**src/rtl/parking_fee_collector.sv**
```systemverilog
// ---------------------------------------------------------------------------
// parking_fee_collector
//
// Exit-side payment terminal. It latches the fee and slot of a car that is
// checking out, accepts coins until the fee is covered, then pays out change
// and pulses a slot release. Cancel or coin inactivity refunds everything
// inserted and leaves the slot occupied.
//
// Ports:
//   clk            system clock, all state on the rising edge
//   firstInteract  asynchronous active-high reset
//   fee_valid      1-cycle strobe, fee/slot valid
//   fee            amount owed for this checkout
//   slot           slot being checked out, passed through unchecked
//   coin_valid     1-cycle strobe per inserted coin
//   coin_value     value of the inserted coin
//   cancel         user abort, level sampled every clock
//   busy           high whenever a transaction is in progress
//   amount_due     remaining owed, never below zero
//   paid_total     coins accumulated in this transaction
//   change_valid   pulse, change holds change owed after payment
//   refund_valid   pulse, change holds the refunded amount
//   change         change/refund amount, valid with the pulses
//   release_valid  pulse, release_slot may be freed
//   release_slot   slot to free, valid with release_valid
//   fee_reject     pulse, a fee arrived while busy and was ignored
//   coin_reject    pulse, a coin arrived outside collection and is returned
// ---------------------------------------------------------------------------
module parking_fee_collector #(
    parameter int FEE_W   = 11,
    parameter int COIN_W  = 6,
    parameter int TIMEOUT = 1000
) (
    input  logic              clk,
    input  logic              firstInteract,
    input  logic              fee_valid,
    input  logic [FEE_W-1:0]  fee,
    input  logic [3:0]        slot,
    input  logic              coin_valid,
    input  logic [COIN_W-1:0] coin_value,
    input  logic              cancel,
    output logic              busy,
    output logic [FEE_W:0]    amount_due,
    output logic [FEE_W:0]    paid_total,
    output logic              change_valid,
    output logic              refund_valid,
    output logic [FEE_W:0]    change,
    output logic              release_valid,
    output logic [3:0]        release_slot,
    output logic              fee_reject,
    output logic              coin_reject
);

    localparam int PW    = FEE_W + 1;
    localparam int CNT_W = (TIMEOUT > 1) ? $clog2(TIMEOUT) : 1;

    typedef enum logic [1:0] {
        S_IDLE,
        S_COLLECT,
        S_SETTLE,
        S_REFUND
    } state_t;

    state_t             r_state;
    logic [FEE_W-1:0]   r_fee;
    logic [3:0]         r_slot;
    logic [PW-1:0]      r_paid;
    logic [CNT_W-1:0]   r_timer;
    logic               r_changeValid;
    logic               r_refundValid;
    logic [PW-1:0]      r_change;
    logic               r_releaseValid;
    logic [3:0]         r_releaseSlot;
    logic               r_feeReject;
    logic               r_coinReject;

    logic [PW:0]        w_sum;
    logic [PW-1:0]      w_paidNext;
    logic [PW-1:0]      w_feeExt;
    logic               w_complete;
    logic               w_timeoutHit;

    // Running total including this cycle's coin. The extra sum bit catches
    // overflow so the total sticks at all-ones instead of wrapping.
    assign w_sum        = {1'b0, r_paid} + (PW+1)'(coin_value);
    assign w_paidNext   = coin_valid ? (w_sum[PW] ? {PW{1'b1}} : w_sum[PW-1:0]) : r_paid;
    assign w_feeExt     = PW'(r_fee);
    assign w_complete   = (w_paidNext >= w_feeExt);
    assign w_timeoutHit = !coin_valid && (r_timer == CNT_W'(TIMEOUT - 1));

    // amount_due is derived from the latched fee and total; it reads zero in
    // IDLE even though the fee latch keeps its old value between cars.
    assign amount_due    = (r_state != S_IDLE && r_paid < w_feeExt) ? (w_feeExt - r_paid) : '0;
    assign busy          = (r_state != S_IDLE);
    assign paid_total    = r_paid;
    assign change_valid  = r_changeValid;
    assign refund_valid  = r_refundValid;
    assign change        = r_change;
    assign release_valid = r_releaseValid;
    assign release_slot  = r_releaseSlot;
    assign fee_reject    = r_feeReject;
    assign coin_reject   = r_coinReject;

    // Transaction FSM. Every pulse is cleared by default each cycle and set
    // on the edge that enters SETTLE/REFUND, so the pulse lines up with the
    // one-cycle stay in that state. Completion is checked before cancel and
    // timeout so a coin that covers the fee always settles.
    always_ff @(posedge clk or posedge firstInteract) begin
        if (firstInteract) begin
            r_state        <= S_IDLE;
            r_fee          <= '0;
            r_slot         <= '0;
            r_paid         <= '0;
            r_timer        <= '0;
            r_changeValid  <= 1'b0;
            r_refundValid  <= 1'b0;
            r_change       <= '0;
            r_releaseValid <= 1'b0;
            r_releaseSlot  <= '0;
            r_feeReject    <= 1'b0;
            r_coinReject   <= 1'b0;
        end else begin
            r_changeValid  <= 1'b0;
            r_refundValid  <= 1'b0;
            r_change       <= '0;
            r_releaseValid <= 1'b0;
            r_releaseSlot  <= '0;
            r_feeReject    <= fee_valid && (r_state != S_IDLE);
            r_coinReject   <= coin_valid && (r_state != S_COLLECT);

            case (r_state)
                S_IDLE: begin
                    if (fee_valid) begin
                        r_fee   <= fee;
                        r_slot  <= slot;
                        r_paid  <= '0;
                        r_timer <= '0;
                        if (fee != '0) begin
                            r_state <= S_COLLECT;
                        end else begin
                            r_state        <= S_SETTLE;
                            r_changeValid  <= 1'b1;
                            r_releaseValid <= 1'b1;
                            r_releaseSlot  <= slot;
                        end
                    end
                end

                S_COLLECT: begin
                    r_paid  <= w_paidNext;
                    r_timer <= coin_valid ? '0 : (r_timer + 1'b1);
                    if (w_complete) begin
                        r_state        <= S_SETTLE;
                        r_changeValid  <= 1'b1;
                        r_change       <= w_paidNext - w_feeExt;
                        r_releaseValid <= 1'b1;
                        r_releaseSlot  <= r_slot;
                    end else if (cancel || w_timeoutHit) begin
                        r_state       <= S_REFUND;
                        r_refundValid <= 1'b1;
                        r_change      <= w_paidNext;
                    end
                end

                S_SETTLE, S_REFUND: begin
                    r_state <= S_IDLE;
                    r_paid  <= '0;
                end

                default: begin
                    r_state <= S_IDLE;
                end
            endcase
        end
    end

endmodule

```
**config.mk**
```make
export PLATFORM = sky130hd
export DESIGN_NAME = parking_fee_collector
export DESIGN_NICKNAME = d
export VERILOG_FILES = /design/src/rtl/parking_fee_collector.sv
export SDC_FILE = /design/constraint.sdc
export NUM_CORES = 1
export LEC_CHECK = 0
export CAP_MARGIN = 0
export CORE_MARGIN = 2
export CORE_UTILIZATION = 49
export DETAILED_ROUTE_END_ITERATION = 10
export GPL_ROUTABILITY_DRIVEN = 0
export PLACE_DENSITY = 0.89
export RECOVER_POWER = 50
export SETUP_SLACK_MARGIN = 0.5
export SYNTH_ARGS = -nofsm -noshare
export SYNTH_HDL_FRONTEND = slang
export SYNTH_SLANG_ARGS = --single-unit
```
**constraint.sdc**
```tcl
create_clock -name clk -period 4.12 [get_ports clk]
set_input_delay 0.824 -clock clk [delete_from_list [all_inputs] [get_ports clk]]
set_output_delay 0.824 -clock clk [all_outputs]
set_load 0.02 [all_outputs]
```
* Word-level counts from Yosys, hierarchy flattened
Cells that the tools add are included.
** Storage, ports and cells
- Register bits after elaboration :: 59
- Input port bits :: 26
- Output and inout bits :: 46
- Logic and storage cells :: 65
** Operators by class
- Add/subtract/negate cells :: 4
- $lt $le $gt $ge :: 2
- Eq/ne operators :: 7
- Mux-type cells :: 27
- Reductions and logical operators :: 14
** Operator list (count)
- $mux W12 :: 7
- $pmux W12 S3 :: 1
- $mux W10 :: 2
- $pmux W10 S2 :: 1
- $add A12 B6 Y13 :: 1
- $ge A12 B11 Y1 :: 1
- $lt A12 B11 Y1 :: 1
- $mux W4 :: 3
- $sub A11 B12 Y12 :: 1
- $sub A12 B11 Y12 :: 1
- $reduce_bool A11 Y1 :: 1
- $add A10 B1 Y10 const B :: 1
- $eq A10 B10 Y1 const B :: 1
- $mux W2 :: 4
- $pmux W4 S2 :: 1
- $mux W1 :: 6
- $pmux W2 S3 :: 1
- $reduce_and A2 Y1 :: 3
- $eq A2 B2 Y1 const B :: 2
- $logic_and A1 B1 Y1 :: 4
- $reduce_bool A2 Y1 :: 2
- $ne A3 B3 Y1 const B :: 1
- $eq A2 B1 Y1 const B :: 1
- $logic_not A2 Y1 :: 1
- 6 further kinds :: 6

* Longest topological paths before layout
- Depth in word-level cells :: 6
- Mapped depth :: 16
- Gate-level depth less buffers :: 15

* Worst setup path after synthesis
OpenSTA, ideal clock, no wires.
- Path kind :: input port to flip-flop
- From :: input coin_value[0]
- To :: register r_change[2], in the netlist change[2]
- Setup time :: 0.128 ns
- Arrival :: 4.234 ns
- Data required time :: 3.992 ns
- Slack :: -0.242 ns
- Cell stages on the path :: 15
- Buffers on the path :: 1
- Cell sequence :: ha_1 > fa_1 > a211o_1 > a211o_2 > and3_4 > nand2b_4 > buf_6 > nand2_1 > ha_1 > a21o_1 > nand3_1 > nand2_1 > a221oi_4 > nand3_4 > mux2_1
** On the way
- Word-level cells in the longest chain between the ends :: 6
- Elaborated cells between the ends (all ways) :: 8
- Those cells by class :: 2 x add/sub; 1 x order compare; 5 x mux
** Ends and longest elaborated chain
- from (decl) :: RTL line 40 : input logic [COIN_W-1:0] coin_value,
- $add A12 B6 Y13 * :: RTL line 85 : assign w_sum = {1'b0, r_paid} + (PW+1)'(coin_value);
- $mux W12 * (2 in series) :: RTL line 86 : assign w_paidNext = coin_valid ? (w_sum[PW] ? {PW{1'b1}} : w_sum[PW-1:0]) : r_paid;
- $sub A12 B11 Y12 (tied with other cells) :: RTL line 155 : r_change <= w_paidNext - w_feeExt;
- $mux W12 * :: RTL line 152 : if (w_complete) begin
- $mux W12 * :: RTL line 131 : case (r_state)
- to (signal assigned) :: RTL line 155
- to (signal assigned) :: RTL line 161 : r_change <= w_paidNext;
- to (decl) :: RTL line 71 : logic [PW-1:0] r_change;
Mark *: on every way between the ends. The rest lies on a longest branch, timed or not.
A chain may end at the register's enable or synchronous reset.

* Worst setup path in the final report
- From :: input coin_value[5]
- To :: register r_change[3], in the netlist change[3]
Same word-level chain as after synthesis.

==> flow_summary_export.csv <==
group,metric,value,unit
outcome,status,"finished, final reports clean",
routing,first_iter_violations,552,
layout,diodes,0,
worst_hold_path,hp-class,"reg -> reg",
setup_path,crit_path_end_kind,"flop",
logic_synthesis,ys_warn_count,0,
layout,area_growth,42.4,%
setup_path,cp.required,4350,ps
routing,vias_per_cell,6.22,
layout,fillCellCount,593,
sta,period_needed,4010,ps
placement,dp_hpwl,9650,um
setup_path,crit_path_start_kind,"primary input",
layout,fin_cells,719,
cts,clock-sinks,59,
setup_path,crit_chain,"clkdlybuf4s50_1 -> ha_2 -> nor2_1 -> nor3b_2 -> buf_4 -> a21oi_4 -> a32oi_1 -> ha_1 -> a21oi_1 -> nand2_2 -> a221oi_4 -> buf_6 -> nand3_4 -> mux2_4",
placement,io_buffer_count,71,
global_routing,grt_pass1_wl,21700,um
layout,finalNetCount,664,
cts,ctsHtreeMaxLevel,3,
layout,layout-drive-gt1-share,25.9,%
logic_synthesis,syn_area,4260,um2
sta,finalSetupTns,0,ps
logic_synthesis,ys_dominant_reg_cell,"dfrtp_1",
cts,cts_max_path_buffers,2,
die,core-area,8590,um2
placement,place_ws,-613,ps
power,power.leakage,2.75,nW
cts,path_clk_slew,70,ps
layout,utilization,70.6,%
routing,drt_wl_total,13600,um
power,internal-power,2.73,mW
cts,clk_latency,350,ps
die,io_pins,72,
sta,setup_violations,0,
logic_synthesis,yosysTopAreaCell,"dfrtp_1",
power,p_comb_share,72.3,%
die,die_area,9450,um2
die,die_w,97.2,um
logic_synthesis,synth_edf_count,0,
power,power,5.15,mW
power,p_seq_share,17.2,%
global_routing,grt-ovfl-total,0,
cts,cts_buffers,9,
cts,cts_tree,"yes",
die,die_h,97.2,um
sta,worstMarginPinSlew,1270,ps
layout,final_cell_mix,"buf_4, dfrtp_1, clkdlybuf4s50_1",
job,maxCapViolCount,0,
cts,cts-root-buf,"clkbuf_8",
global_routing,grt_usage,28.4,%
routing,wl_per_cell,18.9,um
sta,skew,11.0,ps
setup_path,max_stage_delay,440,ps
setup_path,critical_path_arrival,4250,ps
sta,fin_crit_sh,97.4,%
cts,hold_buffers,0,
placement,place_inst,691,
sta,grt_setup_unrepaired,"true",
global_routing,grt_max_degree,44,
logic_synthesis,syn_avg_cell_area,9.22,um2
routing,vias,4473,
layout,finish.instance_area,6060,um2
logic_synthesis,ys_top_cells_by_area,"dfrtp_1, ha_1, o21ai_0, nand2_1, nor2_1",
logic_synthesis,syn_nets,520,
sta,slew_headroom,15.6,%
global_routing,antenna_found_initial,0,
logic_synthesis,synth_top_cell_area_share,34.7,%
global_routing,grt_pass1_vias,4429,
routing,ant_nets,0,
power,switching_share,47.0,%
logic_synthesis,netlist_instances,462,
logic_synthesis,ys_ff_latch,59,
layout,mostFrequentLayoutCell,"buf_4",
sta,whs,501,ps
sta,setup_slack,106,ps
routing,dr.pass1.iters,5,
setup_path,critPathSlowestCell,"clkdlybuf4s50_1",
die,rows,34,
die,initial_core_util,49.6,%
sta,report.final.slew_viol_count,0,
power,p_per_area,850,nW/um2
power,p_sw,2.42,mW
power,clock_power_share,10.5,%
setup_path,cp_max_fo,8,
routing,drc,0,
logic_synthesis,ys_types,82,
sta,fmax,249,MHz
logic_synthesis,async_flop_share,100,%
logic_synthesis,synth-seq-area-share,34.7,%
power,peakVddDrop,0.355,mV
setup_path,critical_path_class,"in -> reg",
placement,placed_cell_area,5620,um2
sta,finalHoldViolations,0,
[flip-flops by register name, indices dropped and copies added, names as in the netlist]
| register | cells |
|---|---|
| change | 12 |
| paid_total | 12 |
| r_fee | 11 |
| r_timer | 10 |
| r_slot | 4 |
| release_slot | 4 |
| r_state | 2 |
| coin_reject | 1 |
| fee_reject | 1 |
| refund_valid | 1 |
| release_valid | 1 |
[metal layers]
| metal | part of all wire [%] | vias to the layer above | GRT usage, % |
|---|---|---|---|
| li1 | - | 1990 | - |
| met1 | 39 | 2122 | 35.8 |
| met2 | 47 | 285 | 46.8 |
| met3 | 7.7 | 76 | 6.19 |
| met4 | 5.4 | 0 | 13.4 |
| met5 | 0 | - | 0 |
[worst max-delay path: cells and delay by family]
kind | cells | cell delay, ps
AO/OA/AOI/OAI | 4 | 960
buffers and inverters | 3 | 790
adder cells (fa/ha/maj) | 2 | 760
AND/OR/NAND/NOR | 4 | 590
multiplexers | 1 | 330
[power by group through the flow]
stage / sequential (mW) / clock, mW / combinational, mW
after CTS: 0.877 / 0.546 / 3.54
final: 0.886 / 0.542 / 3.73
after detailed placement: 0.880 / 0 / 3.40
after floorplan: 0.945 / 0 / 2.05
after global routing: 0.898 / 0.574 / 3.99
after global placement: 0.877 / 0 / 3.28
[cell families after synthesis]
logic type | share of synthesized area, %
AO/OA/AOI/OAI | 25.6
XOR/XNOR | 3.73
adder cells (fa/ha/maj) | 9.93
buffers and inverters | 4.85
flip-flops | 34.7
multiplexers | 3.47
AND/OR/NAND/NOR | 17.7
[path summary, 6_finish.rpt]
check | from | end | slack (ps) | depth (start not counted)
max | coin_value[5] | change[3]$_DFF_PP0_ | 110 | 14
min reg2reg | r_slot[0]$_DFFE_PP0P_ | release_slot[0]$_DFF_PP0_ | 500 | 1
max in group asynchronous | firstInteract | paid_total[0]$_DFFE_PP0P_ | 1640 | 3
max reg2reg | paid_total[0]$_DFFE_PP0P_ | change[3]$_DFF_PP0_ | 180 | 16
min | r_slot[0]$_DFFE_PP0P_ | release_slot[0]$_DFF_PP0_ | 500 | 1
min in group asynchronous | firstInteract | release_slot[3]$_DFF_PP0_ | 990 | 2
[Yosys cell counts (2+ instances only)]
master and count:
nand4_1 5, buf_6 3, mux2_1 2, mux2i_1 8, a211oi_1 4, a41oi_1 2
and3_1 6, dfrtp_1 59, o21bai_1 2, ha_1 29, nor3b_1 3, o22ai_1 3
fa_1 3, xnor2_1 10, a21o_1 7, nand3_1 6, nand2b_1 2, xor2_1 5
a211o_1 2, nor3_2 2, inv_1 31, clkbuf_1 12, a41o_1 2, nor2b_1 9
a21boi_0 3, a21oi_1 19, o21ai_0 42, nor3_1 9, and2_1 5, a2111oi_0 4
a211oi_2 2, a32o_1 5, nand2_1 46, a31oi_1 3, a31o_1 2, nor2_1 35
o31a_1 2, nor4_1 4, a311oi_1 2, a22o_1 8, o21ai_1 3, o21a_1 8
mux2_2 4
[final cells by class]
type / instances / area (um2) / area share (%)
clock buffer: 10 / 138 / 2.27
clock inverter: 6 / 63.8 / 1.05
inverter: 32 / 120 / 1.98
multi-input combinational: 355 / 2840 / 46.9
sequential: 59 / 1480 / 24.4
tap: 108 / 135 / 2.23
timing repair buffer: 149 / 1290 / 21.3
[timing repair]
| action | CTS | global route |
|---|---|---|
| resized for setup | 54 | 16 |
| setup endpoints to repair | 32 | 32 |
| pin swaps | 23 | 16 |
| setup buffers | 9 | 3 |
Power figures use the tool's default switching activity.
